## config.mk

```make
export PLATFORM = sky130hd
export DESIGN_NAME = mem_stage
export DESIGN_NICKNAME = d
export VERILOG_FILES = /design/src/rtl/mem_stage.sv
export SDC_FILE = /design/constraint.sdc
export NUM_CORES = 1
export LEC_CHECK = 0
export ABC_AREA = 1
export BUFFER_PORTS_ARGS = -buffer_cell sky130_fd_sc_hd__buf_2
export CORE_ASPECT_RATIO = 0.9
export CORE_MARGIN = 2
export CORE_UTILIZATION = 50
export CTS_CLUSTER_DIAMETER = 30
export DETAILED_ROUTE_END_ITERATION = 10
export GPL_TIMING_DRIVEN = 0
export PLACE_DENSITY = 0.82
export SETUP_SLACK_MARGIN = 0.05
export SYNTH_ARGS = -nofsm -noshare
export SYNTH_HDL_FRONTEND = slang
export SYNTH_SLANG_ARGS = --single-unit
```

## constraint.sdc

```tcl
create_clock -name clk -period 2.45 [get_ports clk]
set_clock_uncertainty 0.1 [all_clocks]
set_input_delay 0.1225 -clock clk [delete_from_list [all_inputs] [get_ports clk]]
set_output_delay 0.1225 -clock clk [all_outputs]
set_load 0.05 [all_outputs]
```

## src/rtl/mem_stage.sv

```systemverilog
// Memory-access pipeline stage: aligned byte/half/word/dword loads and stores over a
// single-outstanding req/ack bus, with pass-through of non-memory results to writeback.
module mem_stage #(
   parameter int DATA_W = 32,
   parameter int ADDR_W = 32,
   parameter int RNUM_W = 4
) (
   input  logic                clk,
   input  logic                rst_n,
   input  logic                in_valid,
   output logic                in_ready,
   input  logic                is_ld,
   input  logic                is_str,
   input  logic [1:0]          size,
   input  logic                ld_signed,
   input  logic [ADDR_W-1:0]   md,
   input  logic [DATA_W-1:0]   rd_val,
   input  logic [RNUM_W-1:0]   rd_num,
   input  logic [DATA_W-1:0]   result,
   input  logic                wr_reg,
   output logic                mem_req,
   output logic [ADDR_W-1:0]   mem_addr,
   output logic                mem_we,
   output logic [DATA_W/8-1:0] mem_be,
   output logic [DATA_W-1:0]   mem_wdata,
   input  logic                mem_ack,
   input  logic [DATA_W-1:0]   mem_rdata,
   output logic                wb_valid,
   output logic                wb_en,
   output logic [RNUM_W-1:0]   wb_num,
   output logic [DATA_W-1:0]   wb_val,
   output logic                wb_err
);

   localparam int BE_W   = DATA_W / 8;
   localparam int LANE_W = $clog2(BE_W);

   typedef enum logic [0:0] {IDLE = 1'b0, BUSY = 1'b1} state_t;

   state_t              state_r, state_nxt_s;
   logic [LANE_W-1:0]   off_s, align_s, off_r;
   logic [1:0]          size_r;
   logic                sgn_r, ld_r;
   logic [RNUM_W-1:0]   num_r;
   logic                accept_s, is_mem_s, bad_s, start_s;
   logic [BE_W-1:0]     st_be_s, ld_keep_s;
   logic [DATA_W-1:0]   st_data_s, ld_x_s, ld_ext_s;
   logic                ld_sign_s;

   // Low n bytes enabled, n = 1 << sz.
   function automatic logic [BE_W-1:0] lane_be(input logic [1:0] sz);
      logic [BE_W-1:0] be;
      be = '0;
      for (int i = 0; i < BE_W; i++) begin
         be[i] = (i < int'(32'd1 << sz));
      end
      return be;
   endfunction

   // Expand byte enables to a bit mask.
   function automatic logic [DATA_W-1:0] be_mask(input logic [BE_W-1:0] be);
      logic [DATA_W-1:0] m;
      m = '0;
      for (int i = 0; i < BE_W; i++) begin
         m[8*i +: 8] = {8{be[i]}};
      end
      return m;
   endfunction

   assign in_ready = (state_r == IDLE);

   // Request decode: alignment, legality and store lane placement.
   always_comb begin
      off_s     = md[LANE_W-1:0];
      align_s   = LANE_W'((32'd1 << size) - 32'd1);
      accept_s  = in_valid & (state_r == IDLE);
      is_mem_s  = is_ld | is_str;
      bad_s     = (|(off_s & align_s)) | (is_ld & is_str) | ((size == 2'd3) && (DATA_W == 32));
      start_s   = accept_s & is_mem_s & ~bad_s;
      st_be_s   = lane_be(size) << off_s;
      st_data_s = (rd_val & be_mask(lane_be(size))) << {off_s, 3'b000};
   end

   // Load alignment and sign/zero extension of the captured lane.
   always_comb begin
      ld_keep_s = lane_be(size_r);
      ld_x_s    = mem_rdata >> {off_r, 3'b000};
      ld_sign_s = 1'b0;
      ld_ext_s  = '0;
      for (int i = 0; i < BE_W; i++) begin
         if (ld_keep_s[i]) ld_sign_s = ld_x_s[8*i+7];
         else              ld_sign_s = ld_sign_s;
      end
      for (int i = 0; i < BE_W; i++) begin
         if (ld_keep_s[i]) ld_ext_s[8*i +: 8] = ld_x_s[8*i +: 8];
         else              ld_ext_s[8*i +: 8] = {8{sgn_r & ld_sign_s}};
      end
   end

   // State register.
   always_ff @(posedge clk or negedge rst_n) begin
      if (!rst_n) state_r <= IDLE;
      else        state_r <= state_nxt_s;
   end

   // Next-state logic.
   always_comb begin
      state_nxt_s = state_r;
      case (state_r)
         IDLE: begin
            if (start_s) state_nxt_s = BUSY;
            else         state_nxt_s = IDLE;
         end
         BUSY: begin
            if (mem_ack) state_nxt_s = IDLE;
            else         state_nxt_s = BUSY;
         end
         default: state_nxt_s = IDLE;
      endcase
   end

   // Bus and writeback output registers.
   always_ff @(posedge clk or negedge rst_n) begin
      if (!rst_n) begin
         mem_req   <= 1'b0;
         mem_addr  <= '0;
         mem_we    <= 1'b0;
         mem_be    <= '0;
         mem_wdata <= '0;
         wb_valid  <= 1'b0;
         wb_en     <= 1'b0;
         wb_num    <= '0;
         wb_val    <= '0;
         wb_err    <= 1'b0;
         off_r     <= '0;
         size_r    <= 2'd0;
         sgn_r     <= 1'b0;
         ld_r      <= 1'b0;
         num_r     <= '0;
      end else begin
         wb_valid <= 1'b0;
         case (state_r)
            IDLE: begin
               if (accept_s && !is_mem_s) begin
                  wb_valid <= 1'b1;
                  wb_en    <= wr_reg;
                  wb_num   <= rd_num;
                  wb_val   <= result;
                  wb_err   <= 1'b0;
               end else if (accept_s && bad_s) begin
                  wb_valid <= 1'b1;
                  wb_en    <= 1'b0;
                  wb_num   <= rd_num;
                  wb_val   <= '0;
                  wb_err   <= 1'b1;
               end else if (start_s) begin
                  mem_req   <= 1'b1;
                  mem_addr  <= {md[ADDR_W-1:LANE_W], {LANE_W{1'b0}}};
                  mem_we    <= is_str;
                  mem_be    <= st_be_s;
                  mem_wdata <= is_str ? st_data_s : '0;
                  off_r     <= off_s;
                  size_r    <= size;
                  sgn_r     <= ld_signed;
                  ld_r      <= is_ld;
                  num_r     <= rd_num;
               end
            end
            BUSY: begin
               if (mem_ack) begin
                  mem_req  <= 1'b0;
                  wb_valid <= 1'b1;
                  wb_en    <= ld_r;
                  wb_num   <= num_r;
                  wb_val   <= ld_r ? ld_ext_s : '0;
                  wb_err   <= 1'b0;
               end
            end
            default: mem_req <= 1'b0;
         endcase
      end
   end

endmodule

```

==> run metrics <==
status complete, no violations; Vias/cell about 5.3; EDFF count, synth 0; asr flop ratio synth 100.0%; Clock Sinks 118; largest net degree at the start of global routing 70; Initial DRC Count 597; final global-route overflow total 0; cell taking the most area after synthesis dfrtp_1; largest cells by area after synthesis dfrtp_1 47%, nand2_1 19%, nor2_1 6.6%; Mapped Cells 881; Final period util 94.35%; Synth top area share 46.54%; Crit Path Max Fanout 10; Rel. slew slack between 50% and 60%; Peak VDD IR 0.0007647 V; Synth Cell Area approximately 6300 um2; Power Density a little under 1000 nW/um2; layout cells sized above 1 between 20% and 30%; crit path DAT around 2600 ps; clock-pin slew on the worst setup and hold paths approximately 60 ps; # fillers ~920; Total Wirelength approximately 23 mm; CTS Buf Count 17; Min Hold Slack 10.75 ps; placer congestion estimate roughly 0.96; design area 9249 um2; max cap viols 0; CP Capture Type flop; DP Wirelength roughly 15 mm; first-pass GRT wire length 36.44 mm; top-level I/O count 252; die area between 10000 and 15000 um2; LEAKAGE approximately 5 nW; Syn. warnings 0; Fin. Hold Viols 0; vias in the first global route between 7000 and 8000; Setup crit start kind input port; Synth Flop Type dfrtp_1; CTS tree yes; drt wl/cell around 16 um; syn_area_per_cell between 7 and 8 um2; nets about 1400; placed cells ~1300; post-synthesis sequential area ratio 46.54%; overall routing resource usage about a third; Initial Utilization 50.59%; crit path time final roughly 2300 ps; Port Buf Inserts between 200 and 250; Setup CP Type input port to flop; area grow syn2layout 45.77%; Slew Limit Fails 0; CORE AREA about 13000 um2; DRC 0; RSZ-0062 raised after global routing false; data required time of the worst path ~2700 ps; Max Root-Sink Buffers 2; chip width 122.7 um; Die Y around 110 um; Post-Layout Cell Count between 1000 and 1500; via count approximately 7500; FP Rows 39; CTS HTree Levels 4; Root Driver clkbuf_16; max frequency 432.6 MHz; final setup violation count 0; Tightest Pin Transition 680.9 ps; most numerous cell in the Yosys netlist nand2_1; Clk Latency, worst-skew pair ~420 ps; worst hold path type input port to flop; Synth top cells by count 316 x nand2_1, 118 x dfrtp_1, 112 x nor2_1, 64 x inv_1, 60 x nand3_1; initial antenna violation count 3; placed cell areas 7829 um2; Pre-antenna DRT Iters 5; Routed Antenna Nets 0; Synth Register Bits between 100 and 150; unique cell type count in the Yosys netlist 32
==> power by group <==
part | total, mW | switching, mW | internal (mW) | leakage, nW
Clock | 2.49 | 0.958 | 1.53 | 0.280
Combinational | 3.77 | 2.82 | 0.955 | 3.31
Sequential | 2.71 | 0.292 | 2.41 | 1.50
==> what timing repair did <==
action                                  in CTS  in global routing
buffers inserted                             0                  0
hold endpoints to repair                   157                  0
endpoints found under the setup margin       0                 18
resized for setup                            0                  7
hold buffers                                80                  0
==> critical path, stage by stage <==
cell and delay, ps:
dlygate4sd3_1 560, buf_6 150, nor2_8 180, inv_2 110
ha_1 280, nor2_1 100, nor2_1 50, nand2_1 80
nor2_2 50, nand2_4 150, clkbuf_1 430, nand2_1 190
o21ai_2 90
==> placed cells by master (no fill, tap or decap), types with 2 or more instances in the layout <==
cell / instances
nand3_1: 59
o21ai_2: 17
buf_6: 4
o221ai_1: 6
clkbuf_16: 17
inv_6: 3
a31oi_1: 6
nand2_2: 4
diode_2: 4
buf_2: 264
buf_4: 3
clkbuf_2: 2
clkinv_4: 5
clkbuf_1: 23
clkinvlp_4: 3
nand2_4: 2
inv_2: 4
nand2_1: 316
a21oi_1: 38
o21ai_0: 56
conb_1: 2
or2_2: 7
nor2_1: 112
dlygate4sd3_1: 80
o21a_1: 9
bufinv_16: 2
ha_1: 2
dfrtp_1: 118
inv_1: 64
==> flip-flops by register name, summed over array words and instances, names as in the netlist <==
| register | cells |
|---|---|
| mem_wdata | 32 |
| wb_val | 32 |
| mem_addr | 30 |
| mem_be | 4 |
| num_r | 4 |
| wb_num | 4 |
| off_r | 2 |
| size_r | 2 |
| ld_r | 1 |
| mem_req | 1 |
| mem_we | 1 |
| sgn_r | 1 |
| state_r | 1 |
| wb_en | 1 |
| wb_err | 1 |
| wb_valid | 1 |
==> layout make-up <==
class | count | area (um2) | share of cell area (%)
antenna | 4 | 10.01 | 0.1082
buffer | 49 | 245.2 | 2.652
clock buffer | 19 | 442.9 | 4.789
clock inverter | 13 | 148.9 | 1.610
inverter | 70 | 267.8 | 2.895
multi-input combinational | 645 | 2900 | 31.36
sequential | 118 | 2953 | 31.93
tap | 164 | 205.2 | 2.219
timing repair buffer | 329 | 2076 | 22.44
==> cells by family (layout without fill, tap and decap cells) <==
kind of cell,Yosys count,in the layout,share of synthesized area [%]
compound gates,137,137,12.82
fa+ha+maj,2,2,0.3943
buf+inv,119,480,8.006
flops,118,118,46.54
other cells,1,6,0.05910
simple gates,504,504,32.18
==> through the flow <==
| step | setup TNS, ps | power [mW] | utilization [%] | worst slack (ps) |
|---|---|---|---|---|
| 5_1_grt | 0 | 9.373 | 73.71 | 53.22 |
| 3_3_place_gp | -37470 | 6.231 | 62.16 | -329.1 |
| 4_1_cts | 0 | 8.878 | 73.53 | 149.8 |
| 6_report | 0 | 8.970 | 73.75 | 138.4 |
| 3_5_place_dp | 0 | 6.282 | 62.43 | 300.2 |
| 2_1_floorplan | 0 | 5.294 | - | 550.3 |
==> layer usage <==
metal	global-route usage [%]	vias up	share of wire, %
li1	-	3486	-
met1	41.34	3426	38
met3	9.414	114	9.9
met2	56.06	516	47
met5	0	-	0
met4	18.47	0	4.8
==> final timing paths <==
check	slack, ps	from	to	depth (start not counted)
worst max-delay path	140	size[1]	mem_wdata[9]	13
worst min-delay path	10	result[23]	wb_val[23]	5
worst max register to register	470	state_r	wb_val[1]	9
worst min register to register	380	mem_addr[26]	mem_addr[26]	2
max in group asynchronous	1440	rst_n	wb_val[22]	3
min in group asynchronous	100	rst_n	mem_wdata[4]	2
Note: power is estimated with default switching activity, not from simulation.
